File: src/rtl/uart_boot_loader.sv
// UART (8N1) boot loader: receives a framed program image, writes it word by word onto the
// memory bus and releases the CPU core once the image checksum matches.
module uart_boot_loader #(
   parameter int unsigned CLKS_PER_BIT = 434,
   parameter logic [31:0] BASE_ADDR    = 32'h0000_0000,
   parameter logic [15:0] MAX_WORDS    = 16'd4096
) (
   input  logic        CLK,
   input  logic        HRESET,
   input  logic        PIN_RX,
   output logic [31:0] HADDR,
   output logic [31:0] HWDATA,
   output logic        HWRITE,
   output logic        HTRANS,
   output logic        CPU_HRESET,
   output logic        boot_done,
   output logic        boot_err
);

   localparam int CW = $clog2(CLKS_PER_BIT) + 1;
   localparam logic [CW-1:0] FULL_CNT = CW'(CLKS_PER_BIT - 1);
   localparam logic [CW-1:0] HALF_CNT = CW'(CLKS_PER_BIT / 2 - 1);

   typedef enum logic [1:0] {RX_IDLE, RX_START, RX_DATA, RX_STOP} rxState_t;
   typedef enum logic [2:0] {S_IDLE, S_LEN_LO, S_LEN_HI, S_DATA, S_CHK, S_DONE, S_ERR} state_t;

   logic          rxMeta_q, rxSync_q, rxPrev_q;
   rxState_t      rxState_q, rxState_d;
   logic [CW-1:0] rxCnt_q, rxCnt_d;
   logic [2:0]    rxBit_q, rxBit_d;
   logic [7:0]    rxShift_q, rxShift_d;
   logic          rxValid_q, rxValid_d;
   logic          rxFerr_q, rxFerr_d;

   state_t        state_q, state_d;
   logic [15:0]   len_q, len_d;
   logic [15:0]   wordIdx_q, wordIdx_d;
   logic [1:0]    byteIdx_q, byteIdx_d;
   logic [31:0]   wordBuf_q, wordBuf_d;
   logic [7:0]    chk_q, chk_d;
   logic [31:0]   haddr_q, haddr_d;
   logic [31:0]   hwdata_q, hwdata_d;
   logic          hwrite_q, hwrite_d;
   logic          done_q, done_d;
   logic          err_q, err_d;
   logic [15:0]   lenFull;

   always_ff @(posedge CLK or negedge HRESET) begin
      if (!HRESET) begin
         rxMeta_q  <= 1'b1;
         rxSync_q  <= 1'b1;
         rxPrev_q  <= 1'b1;
         rxState_q <= RX_IDLE;
         rxCnt_q   <= '0;
         rxBit_q   <= '0;
         rxShift_q <= '0;
         rxValid_q <= 1'b0;
         rxFerr_q  <= 1'b0;
      end else begin
         rxMeta_q  <= PIN_RX;
         rxSync_q  <= rxMeta_q;
         rxPrev_q  <= rxSync_q;
         rxState_q <= rxState_d;
         rxCnt_q   <= rxCnt_d;
         rxBit_q   <= rxBit_d;
         rxShift_q <= rxShift_d;
         rxValid_q <= rxValid_d;
         rxFerr_q  <= rxFerr_d;
      end
   end

   // Start bit is re-checked at half a bit so short low glitches never start a byte.
   always_comb begin
      rxState_d = rxState_q;
      rxCnt_d   = rxCnt_q + CW'(1);
      rxBit_d   = rxBit_q;
      rxShift_d = rxShift_q;
      rxValid_d = 1'b0;
      rxFerr_d  = 1'b0;
      case (rxState_q)
         RX_IDLE: begin
            rxCnt_d = '0;
            if (rxPrev_q && !rxSync_q) rxState_d = RX_START;
         end
         RX_START: begin
            if (rxCnt_q == HALF_CNT) begin
               rxCnt_d   = '0;
               rxBit_d   = '0;
               rxState_d = rxSync_q ? RX_IDLE : RX_DATA;
            end
         end
         RX_DATA: begin
            if (rxCnt_q == FULL_CNT) begin
               rxCnt_d   = '0;
               rxShift_d = {rxSync_q, rxShift_q[7:1]};
               rxBit_d   = rxBit_q + 3'd1;
               if (rxBit_q == 3'd7) rxState_d = RX_STOP;
            end
         end
         RX_STOP: begin
            if (rxCnt_q == FULL_CNT) begin
               rxValid_d = rxSync_q;
               rxFerr_d  = !rxSync_q;
               rxState_d = RX_IDLE;
            end
         end
         default: rxState_d = RX_IDLE;
      endcase
   end

   always_ff @(posedge CLK or negedge HRESET) begin
      if (!HRESET) begin
         state_q   <= S_IDLE;
         len_q     <= '0;
         wordIdx_q <= '0;
         byteIdx_q <= '0;
         wordBuf_q <= '0;
         chk_q     <= '0;
         haddr_q   <= '0;
         hwdata_q  <= '0;
         hwrite_q  <= 1'b0;
         done_q    <= 1'b0;
         err_q     <= 1'b0;
      end else begin
         state_q   <= state_d;
         len_q     <= len_d;
         wordIdx_q <= wordIdx_d;
         byteIdx_q <= byteIdx_d;
         wordBuf_q <= wordBuf_d;
         chk_q     <= chk_d;
         haddr_q   <= haddr_d;
         hwdata_q  <= hwdata_d;
         hwrite_q  <= hwrite_d;
         done_q    <= done_d;
         err_q     <= err_d;
      end
   end

   assign lenFull = {rxShift_q, len_q[7:0]};

   always_comb begin
      state_d   = state_q;
      len_d     = len_q;
      wordIdx_d = wordIdx_q;
      byteIdx_d = byteIdx_q;
      wordBuf_d = wordBuf_q;
      chk_d     = chk_q;
      haddr_d   = haddr_q;
      hwdata_d  = hwdata_q;
      hwrite_d  = 1'b0;
      done_d    = done_q;
      err_d     = err_q;
      case (state_q)
         S_IDLE, S_ERR: begin
            if (rxValid_q && rxShift_q == 8'hA5) begin
               state_d   = S_LEN_LO;
               wordIdx_d = '0;
               byteIdx_d = '0;
               chk_d     = '0;
               err_d     = 1'b0;
            end
         end
         S_LEN_LO: begin
            if (rxFerr_q) state_d = S_ERR;
            else if (rxValid_q) begin
               len_d[7:0] = rxShift_q;
               state_d    = S_LEN_HI;
            end
         end
         S_LEN_HI: begin
            if (rxFerr_q) state_d = S_ERR;
            else if (rxValid_q) begin
               len_d = lenFull;
               if (lenFull == 16'd0)           state_d = S_CHK;
               else if (lenFull > MAX_WORDS)   state_d = S_ERR;
               else                            state_d = S_DATA;
            end
         end
         S_DATA: begin
            if (rxFerr_q) state_d = S_ERR;
            else if (rxValid_q) begin
               chk_d     = chk_q + rxShift_q;
               byteIdx_d = byteIdx_q + 2'd1;
               if (byteIdx_q == 2'd3) begin
                  hwrite_d  = 1'b1;
                  haddr_d   = BASE_ADDR + {14'd0, wordIdx_q, 2'b00};
                  hwdata_d  = {rxShift_q, wordBuf_q[23:0]};
                  wordIdx_d = wordIdx_q + 16'd1;
                  if (wordIdx_q == len_q - 16'd1) state_d = S_CHK;
               end else begin
                  wordBuf_d[8*byteIdx_q +: 8] = rxShift_q;
               end
            end
         end
         S_CHK: begin
            if (rxFerr_q) state_d = S_ERR;
            else if (rxValid_q) begin
               if (rxShift_q == chk_q) begin
                  state_d = S_DONE;
                  done_d  = 1'b1;
               end else begin
                  state_d = S_ERR;
               end
            end
         end
         S_DONE: state_d = S_DONE;
         default: state_d = S_IDLE;
      endcase
      // Every path into ERR flags the failed attempt.
      if (state_d == S_ERR && state_q != S_ERR) err_d = 1'b1;
   end

   assign HADDR      = haddr_q;
   assign HWDATA     = hwdata_q;
   assign HWRITE     = hwrite_q;
   assign HTRANS     = hwrite_q;
   assign CPU_HRESET = done_q;
   assign boot_done  = done_q;
   assign boot_err   = err_q;

endmodule

File: config.mk
export PLATFORM = sky130hd
export DESIGN_NAME = uart_boot_loader
export DESIGN_NICKNAME = d
export VERILOG_FILES = /design/src/rtl/uart_boot_loader.sv
export SDC_FILE = /design/constraint.sdc
export NUM_CORES = 1
export LEC_CHECK = 0
export ABC_AREA = 0
export ABC_CLOCK_PERIOD_IN_PS = 3000
export CAP_MARGIN = 20
export CORE_MARGIN = 1.5
export CORE_UTILIZATION = 57
export CTS_BUF_LIST = sky130_fd_sc_hd__clkbuf_8 sky130_fd_sc_hd__clkbuf_16
export CTS_CLUSTER_SIZE = 30
export DETAILED_ROUTE_END_ITERATION = 10
export GPL_TIMING_DRIVEN = 0
export PLACE_DENSITY = 0.8
export SETUP_SLACK_MARGIN = 0.02
export SYNTH_ARGS = -nofsm -noshare
export SYNTH_HDL_FRONTEND = slang
export SYNTH_SLANG_ARGS = --single-unit
File: constraint.sdc
create_clock -name CLK -period 3 [get_ports CLK]
set_input_delay 0.6 -clock CLK [delete_from_list [all_inputs] [get_ports CLK]]
set_output_delay 0.6 -clock CLK [all_outputs]
set_load 0.02 [all_outputs]
## Yosys cells after proc, flatten, opt, wreduce, memory -nomap -nowiden

Cells that the tools add are included.

| word-level totals | value |
|---|---|
| flip-flop bits (word level) | 156 |
| input bits | 3 |
| output and inout port bits | 69 |
| word-level logic and storage cells | 141 |

| operators by class | value |
|---|---|
| $add $sub $neg | 7 |
| $lt $le $gt $ge | 1 |
| eq/ne operators | 27 |
| shift operators | 2 |
| mux-type cells | 57 |
| bitwise logic cells | 3 |
| reduce and logical (&&, ||, !) cells | 23 |

Operators with widths:

| operator | number |
|---|---|
| $mux W16 | 4 |
| $mux W8 | 6 |
| $mux W3 | 15 |
| $neg A5 Y34 | 1 |
| $shift A8 B34 Y32 const A | 1 |
| $shiftx A8 B34 Y32 | 1 |
| $bwmux W32 | 1 |
| $pmux W16 S2 | 1 |
| $pmux W8 S2 | 2 |
| $pmux W10 S3 | 1 |
| $mux W10 | 2 |
| $mux W2 | 10 |
| $reduce_and A4 Y1 | 5 |
| $ne A2 B2 Y1 const B | 9 |
| $pmux W3 S6 | 1 |
| $add A16 B1 Y16 const B | 1 |
| $eq A16 B16 Y1 | 1 |
| $gt A16 B13 Y1 const B | 1 |
| $logic_not A16 Y1 | 1 |
| $sub A16 B1 Y16 const B | 1 |
| $eq A3 B3 Y1 const B | 5 |
| $mux W1 | 11 |
| $add A10 B1 Y10 const B | 1 |
| $eq A10 B8 Y1 const B | 1 |
| other kinds (24) | 37 |

## Logic depth before layout (Yosys ltp)

Gate-level depths: netlist of run 1.

| logic depth | value |
|---|---|
| word-level depth | 11 |
| depth in mapped cells | 10 |

## Least setup slack after synthesis of run 1

No wires, ideal clock.

| timing path | value |
|---|---|
| path type | flip-flop to flip-flop |
| start | register len_q[2] |
| end | register state_q[1] |
| setup time | 124 ps |
| arrival | 2330 ps |
| slack | 546 ps |
| cell stages (with the launch flop) | 10 |
| path buffers | 2 |
| clock period less this slack | 2454 ps |
| cell sequence | dfrtp_1 buf_6 or4_1 buf_2 or3_1 a211oi_2 o211ai_2 nor4_4 a21oi_1 or2_1 |

| on the way | value |
|---|---|
| cells in the longest elaborated chain, start to end | 7 |
| elaborated cells on any way between the ends | 11 |
| classes of those cells | 1 x add/sub; 1 x eq/ne; 8 x mux; 1 x reduce/logical |

Ends and longest elaborated chain:

| item | RTL line | text |
|---|---|---|
| start, declared | 36 | `logic [15:0] len_q, len_d;` |
| start signal, assigned | 126 | `len_q <= len_d;` |
| $sub A16 B1 Y16 | 189 | `if (wordIdx_q == len_q - 16'd1) state_d = S_CHK;` |
| $eq A16 B16 Y1 | 189 |  |
| $mux W3 | 189 |  |
| $mux W3 | 184 | `if (byteIdx_q == 2'd3) begin` |
| $mux W3 | 181 | `else if (rxValid_q) begin` |
| $mux W3 | 180 | `if (rxFerr_q) state_d = S_ERR;` |
| $pmux W3 S6 (*) | 153 | `case (state_q)` |
| named net state_d[1] | 35 | `state_t state_q, state_d;` |
| end signal, assigned | 125 | `state_q <= state_d;` |
| end, declared | 35 |  |

The timed path passes the listed nets; every way through them passes the cells marked *.
A chain may end at the register's enable or synchronous reset.

## Final worst setup path of run 1

| timing path | value |
|---|---|
| start | register rxShift_q[3] |
| end | register wordIdx_q[11] |

| on the way | value |
|---|---|
| cells in the longest elaborated chain, start to end | 4 |

Ends and longest elaborated chain:

| item | RTL line | text |
|---|---|---|
| start, declared | 31 | `logic [7:0] rxShift_q, rxShift_d;` |
| start signal, assigned | 66 | `rxShift_q <= rxShift_d;` |
| $eq A8 B8 Y1 | 155 | `if (rxValid_q && rxShift_q == 8'hA5) begin` |
| $logic_and A1 B1 Y1 | 155 |  |
| $ne A2 B2 Y1 (no source line) | n/a |  |
| $reduce_and A5 Y1 (no source line) | n/a |  |
| end signal, assigned | 127 | `wordIdx_q <= wordIdx_d;` |
| end, declared | 37 | `logic [15:0] wordIdx_q, wordIdx_d;` |

Every way passes these cells.

==> flow_summary.toml, run 1 <==
[sta]
setup_ws_ns = 0.155
tightestPinTransition_ns = 1.04
hold_viol_final = 0
skew_ns = 0.0188
period_needed_ns = 2.84
slew_violations = 0
slew_headroom_pct = 30.4
fmax_mhz = 352
setup_viol = 0
period_share_pct = 94.8
finalSetupTns_ns = 0
grt_setup_unrepaired = "no"

[critical_path]
crit_arrival_ns = 3.14
ff2ff_path_depth = 9
timing.rr.start = "rxShift_q[3]"
r2r_slack_ns = 0.16
path_class = "flop to flop"
end_kind = "flop"
worst_ep_required_time_ns = 3.29
cp_max_fo = 10
startpoint = "rxShift_q[3]"
start_kind = "flop"

[cells_and_area]
mostFrequentLayoutCell = "dfrtp_1"
utilization_pct = 70.2
n_antenna_cell = 0
drive_gt1_share_pct = 16.4
nFillCells = 979
synthToLayoutAreaGrowth_pct = 19.8
num-nets-final = 833
fin_area_um2 = 8860
final_cell_mix = "dfrtp_1 (145), nand2_1 (100), mux2_2 (64)"

[global_route]
overflow = 0
grt_usage_pct = 26.4
first_global_vias = 5450
grt_pass1_wl_um = 27300
grt_antenna_before_repair = 0
grt_max_degree = 99

[place]
place_ws_ns = -0.0934
port_buffers = 55
place_area_um2 = 8250
place.gp.congestion = 0.907
hpwlAfterDp_um = 11900

[floorplan]
io_pins = 72
die_w_um = 117
die_h_um = 117
initial_core_util_pct = 58.6
core_area_um2 = 12600
rows = 41
dieArea_um2 = 13700

[clock_network]
clockBufferDepth = 2
htreeDepth = 4
cts.sinks = 148
clock_latency_ns = 0.43
clkTransAtPathRegs_ns = 0.06
post_cts_buffers = 0
cts_inserted_buffers = 17
cts_tree = "yes"
cts-root-buf = "clkbuf_16"

[detailed_routing]
wl_met2_um = 8410
dr.first_iter.drc_count = 630
via_per_inst = 5.69
drt-total-wl_um = 16900
dr.pass1.iters = 8
vias = 5663
drt-met1-wl_um = 7220
drt.antenna.violating_nets = 0
highest_layer = "met4"
wl_per_cell_um = 17.0
wl_met3_um = 878
drc = 0

[yosys]
yosysWarnings = 0
synth_flop_cell = "dfrtp_1"
ys_seq_elements = 148
avgSynthCellArea_um2 = 10.3
synth_edf_count = 0
ys_seq_area_share_pct = 50.1
mappedNetlistArea_um2 = 7400
synthCells = 720
post_synth_num_cell_types = 62
synthArstFlopShare_pct = 100

[power]
ir_drop_mv = 0.505
power_uw = 4370
cellPowerDensity_nw_per_um2 = 494
power.leakage_uw = 0.00411

[worst_hold_path]
hold_class = "input port to asynchronous set/reset pin"

[status]
status = "finished clean"

[job]
drv_cap = 0
[kinds of logic (layout without fill, tap and decap cells)]
kind of cell    count (synthesis)  count (layout)  synth area share [%]
compound gates                110             110                  9.19
xor+xnor                       44              44                  5.21
fa+ha+maj                      20              20                  3.49
buf+inv                        78             166                  5.02
flops                         148             148                  50.1
mux                            69              69                  10.4
other cells                     1              16                0.0507
simple gates                  250             250                  16.5
[power by group]
group          internal, µW  total, µW  switching (µW)
Sequential             2030       2080            46.1
Clock                  1260       2100             849
Combinational          73.0        190             117
Total                  3360       4370            1010
[stage by stage]
step	hold WS, ns	instances
after floorplan	0.304	735
after global placement	0.346	962
after detailed placement	0.348	963
after CTS	0.124	995
after global routing	0.147	995
final	0.123	995
[sequential cells by signal (all words and copies together) (netlist names), named ones only]
register,cells
HWDATA,32
wordBuf_q,24
HADDR,16
len_q,16
wordIdx_q,16
rxCnt_q,10
chk_q,8
rxShift_q,8
rxBit_q,3
state_q,3
byteIdx_q,2
CPU_HRESET,1
HTRANS,1
boot_err,1
rxFerr_q,1
rxMeta_q,1
rxPrev_q,1
rxState_q,1
rxSync_q,1
rxValid_q,1
[metal layers]
layer / global-route usage, % / vias up
met5: 0 / -
met4: 10.8 / 0
met3: 4.27 / 29
met2: 45.1 / 205
met1: 33.9 / 2781
li1: - / 2648
[worst max-delay path: stages, from the launching register on]
cell       delay, ns
dfrtp_1         0.40
clkbuf_1        0.33
nor4bb_1        0.35
nand3_1         0.15
nor2_1          0.20
buf_2           0.26
o2111ai_2       0.35
nor4_1          0.44
xnor2_1         0.17
nor2_1          0.05
[cells in the mapped netlist, types with 3 or more instances]
cell type / instances / area share [%]
dfrtp_1: 145 / 49
nand2_1: 100 / 5.1
mux2_2: 64 / 9.7
o21ai_0: 54 / 3.7
nor2_1: 47 / 2.4
clkbuf_1: 32 / 1.6
xnor2_1: 31 / 3.7
inv_1: 22 / 1.1
nor3_1: 21 / 1.4
ha_1: 19 / 3.2
buf_4: 18 / 1.8
nand3_1: 18 / 1.2
a21oi_1: 16 / 1.1
xor2_1: 13 / 1.5
nor4_1: 7 / 0.59
or3_1: 7 / 0.59
nand2b_1: 6 / 0.51
nand4_1: 6 / 0.51
nor2b_1: 6 / 0.51
nor3b_1: 6 / 0.61
o31ai_1: 6 / 0.61
mux2i_1: 5 / 0.68
o22ai_1: 5 / 0.42
or4_1: 5 / 0.51
and3_1: 4 / 0.34
and2_1: 3 / 0.25
buf_2: 3 / 0.20
dfstp_2: 3 / 1.1
nor4bb_1: 3 / 0.41
o211ai_1: 3 / 0.30
o21bai_1: 3 / 0.30
o41ai_1: 3 / 0.36
[worst paths after layout]
path	endpoint
max	wordIdx_q[11]
min	HWDATA[0]
max reg2reg	wordIdx_q[11]
min reg2reg	rxSync_q
max in group asynchronous	rxSync_q
min in group CLK	rxSync_q
[area by class of cell]
| type | count | area [µm²] | share of cell area (%) |
|---|---|---|---|
| Sequential cell | 148 | 3710 | 41.8 |
| Timing Repair Buffer | 56 | 579 | 6.54 |
| Clock buffer | 18 | 439 | 4.95 |
| Clock inverter | 14 | 153 | 1.72 |
| Inverter | 22 | 82.6 | 0.932 |
| Multi-Input combinational cell | 509 | 3400 | 38.3 |
| Buffer | 56 | 292 | 3.29 |
| Tap cell | 172 | 215 | 2.43 |
[repair_timing]
| item | 4_1_cts | 5_1_grt |
|---|---|---|
| endpoints found under the hold margin | 0 | 0 |
| hold buffers | 0 | 0 |
| setup endpoints to repair | 44 | 3 |
| gates resized for setup | 4 | 3 |
| gates cloned | 0 | 0 |
Note: power is estimated with default switching activity, not from simulation.
==> run 2, diff against run 1 <==
CAP_MARGIN = unset   (was 20)
==> flow_summary.toml, run 2 (synthesis results as in run 1) <==
[cells_and_area]
final_cell_mix = "dfrtp_1 (145), nand2_1 (100), mux2_2 (64)"
synthToLayoutAreaGrowth_pct = 19.8
num-nets-final = 833
largest_reg_flops = 32
fin_cells = 995
nFillCells = 979
mostFrequentLayoutCell = "dfrtp_1"
utilization_pct = 70.2
n_antenna_cell = 0
drive_gt1_share_pct = 16.4
regArea_um2 = 3710
multi_input_area_um2 = 3400

[clock_network]
cts_tree = "yes"
cts_inserted_buffers = 17
clock_latency_ns = 0.43
htreeDepth = 4
clkTransAtPathRegs_ns = 0.06
clockBufferDepth = 2
cts-root-buf = "clkbuf_16"
cts.sinks = 148

[power]
power_uw = 4370
power.leakage_uw = 0.00411
cellPowerDensity_nw_per_um2 = 494
ir_drop_mv = 0.505

[critical_path]
crit_slowest_cell = "nor4_1"
worst_ep_required_time_ns = 3.29
path_class = "flop to flop"
start_kind = "flop"
path_cells = "clkbuf_1 > nor4bb_1 > nand3_1 > nor2_1 > buf_2 > o2111ai_2 > nor4_1 > xnor2_1 > nor2_1"
r2r_slack_ns = 0.16
ff2ff_path_depth = 9
rr_endpoint = "wordIdx_q[11]"
timing.rr.start = "rxShift_q[3]"
end_kind = "flop"
crit_arrival_ns = 3.14
cp_slowest_stage_delay_ns = 0.44
cpMostUsedCell = "nor2_1"
cp_max_fo = 10

[sta]
skew_ns = 0.0188
setup_viol = 0
grt_setup_unrepaired = "no"
tightestPinTransition_ns = 1.04
slew_headroom_pct = 30.4
period_needed_ns = 2.84
hold_viol_final = 0
fmax_mhz = 352
slew_violations = 0
period_share_pct = 94.8

[floorplan]
initial_core_util_pct = 58.6
io_pins = 72
core_area_um2 = 12600
die_w_um = 117
die_h_um = 117
rows = 41
dieArea_um2 = 13700

[place]
place.gp.congestion = 0.907
port_buffers = 55
hpwlAfterDp_um = 11900
dp_cells = 963

[worst_hold_path]
hold_class = "input port to asynchronous set/reset pin"

[global_route]
grt_usage_pct = 26.4
grt_antenna_before_repair = 0
grt_max_degree = 99
first_global_vias = 5450
overflow = 0
grt_pass1_wl_um = 27300

[status]
status = "finished clean"

[job]
drv_cap = 0

[detailed_routing]
dr.pass1.iters = 8
dr.first_iter.drc_count = 630
vias = 5663
wl_per_cell_um = 17.0
drt-total-wl_um = 16900
via_per_inst = 5.69
drc = 0
drt.antenna.violating_nets = 0
==> run 2: cell counts in the layout (fill, tap and decap cells not counted) <==
No cell type changed its count.
==> run 2: per-layer routing <==
layer | up-vias | track usage [%] | wire, µm
li1 | 2648 | - | -
met4 | 0 | 10.8 | 370
met3 | 29 | 4.27 | 878
met2 | 205 | 45.1 | 8410
met5 | - | 0 | 0
met1 | 2781 | 33.9 | 7220
==> run 2: critical path, delay by kind of cell, from the launching register on <==
| kind | cells | cell delay (ns) |
|---|---|---|
| AND/OR/NAND/NOR | 5 | 1.19 |
| flip-flops | 1 | 0.40 |
| buffers and inverters | 2 | 0.59 |
| AO/OA/AOI/OAI | 1 | 0.35 |
| XOR/XNOR | 1 | 0.17 |
==> run 2: worst max path at each step <==
stage,cells after the start,endpoint,slack [ns],from
final,9,wordIdx_q[11],0.16,rxShift_q[3]
after global routing,6,HWDATA[6],0.03,state_q[1]
after CTS,9,wordIdx_q[15],0.15,rxShift_q[1]
after detailed placement,9,wordIdx_q[15],-0.09,rxShift_q[0]
after global placement,1,rxCnt_q[0],-4.24,HRESET
after floorplan,9,state_q[1],0.55,len_q[2]
==> run 2: cell type report <==
class / instances / share of cell area (%)
flip-flops and latches: 148 / 41.8
multi-input cells: 509 / 38.3
repair buffers: 56 / 6.54
clock buffers: 18 / 4.95
plain buffers: 56 / 3.29
well taps: 172 / 2.43
clock inverters: 14 / 1.72
inverters: 22 / 0.932
==> run 2: power breakdown <==
group / total (µW) / leakage [µW] / internal [µW] / switching [µW]
logic: 190 / 0.00177 / 73.0 / 117
registers: 2080 / 0.00205 / 2030 / 46.1
clock network: 2100 / 0.000290 / 1260 / 849
total: 4370 / 0.00411 / 3360 / 1010
==> run 2: stage by stage <==
stage / instance area (µm²) / TNS [ns] / setup WS (ns) / hold slack (ns)
after floorplan: 7450 / 0 / 0.546 / 0.304
after global placement: 8220 / -621.06 / -4.24 / 0.346
after detailed placement: 8250 / -1.08 / -0.0934 / 0.348
after CTS: 8860 / 0 / 0.150 / 0.124
after global routing: 8860 / 0 / 0.0318 / 0.147
final: 8860 / 0 / 0.155 / 0.123
==> run 2: repair_timing <==
action,4_1_cts,5_1_grt
setup buffers,0,0
resized for setup,4,3
setup endpoints to repair,44,3
hold buffers,0,0
==> run 3, diff against run 2 <==
CTS_CLUSTER_SIZE = unset   (was 30)
==> results of run 3 <==
No change in the layout: final DEF, timing and power equal those of run 2.
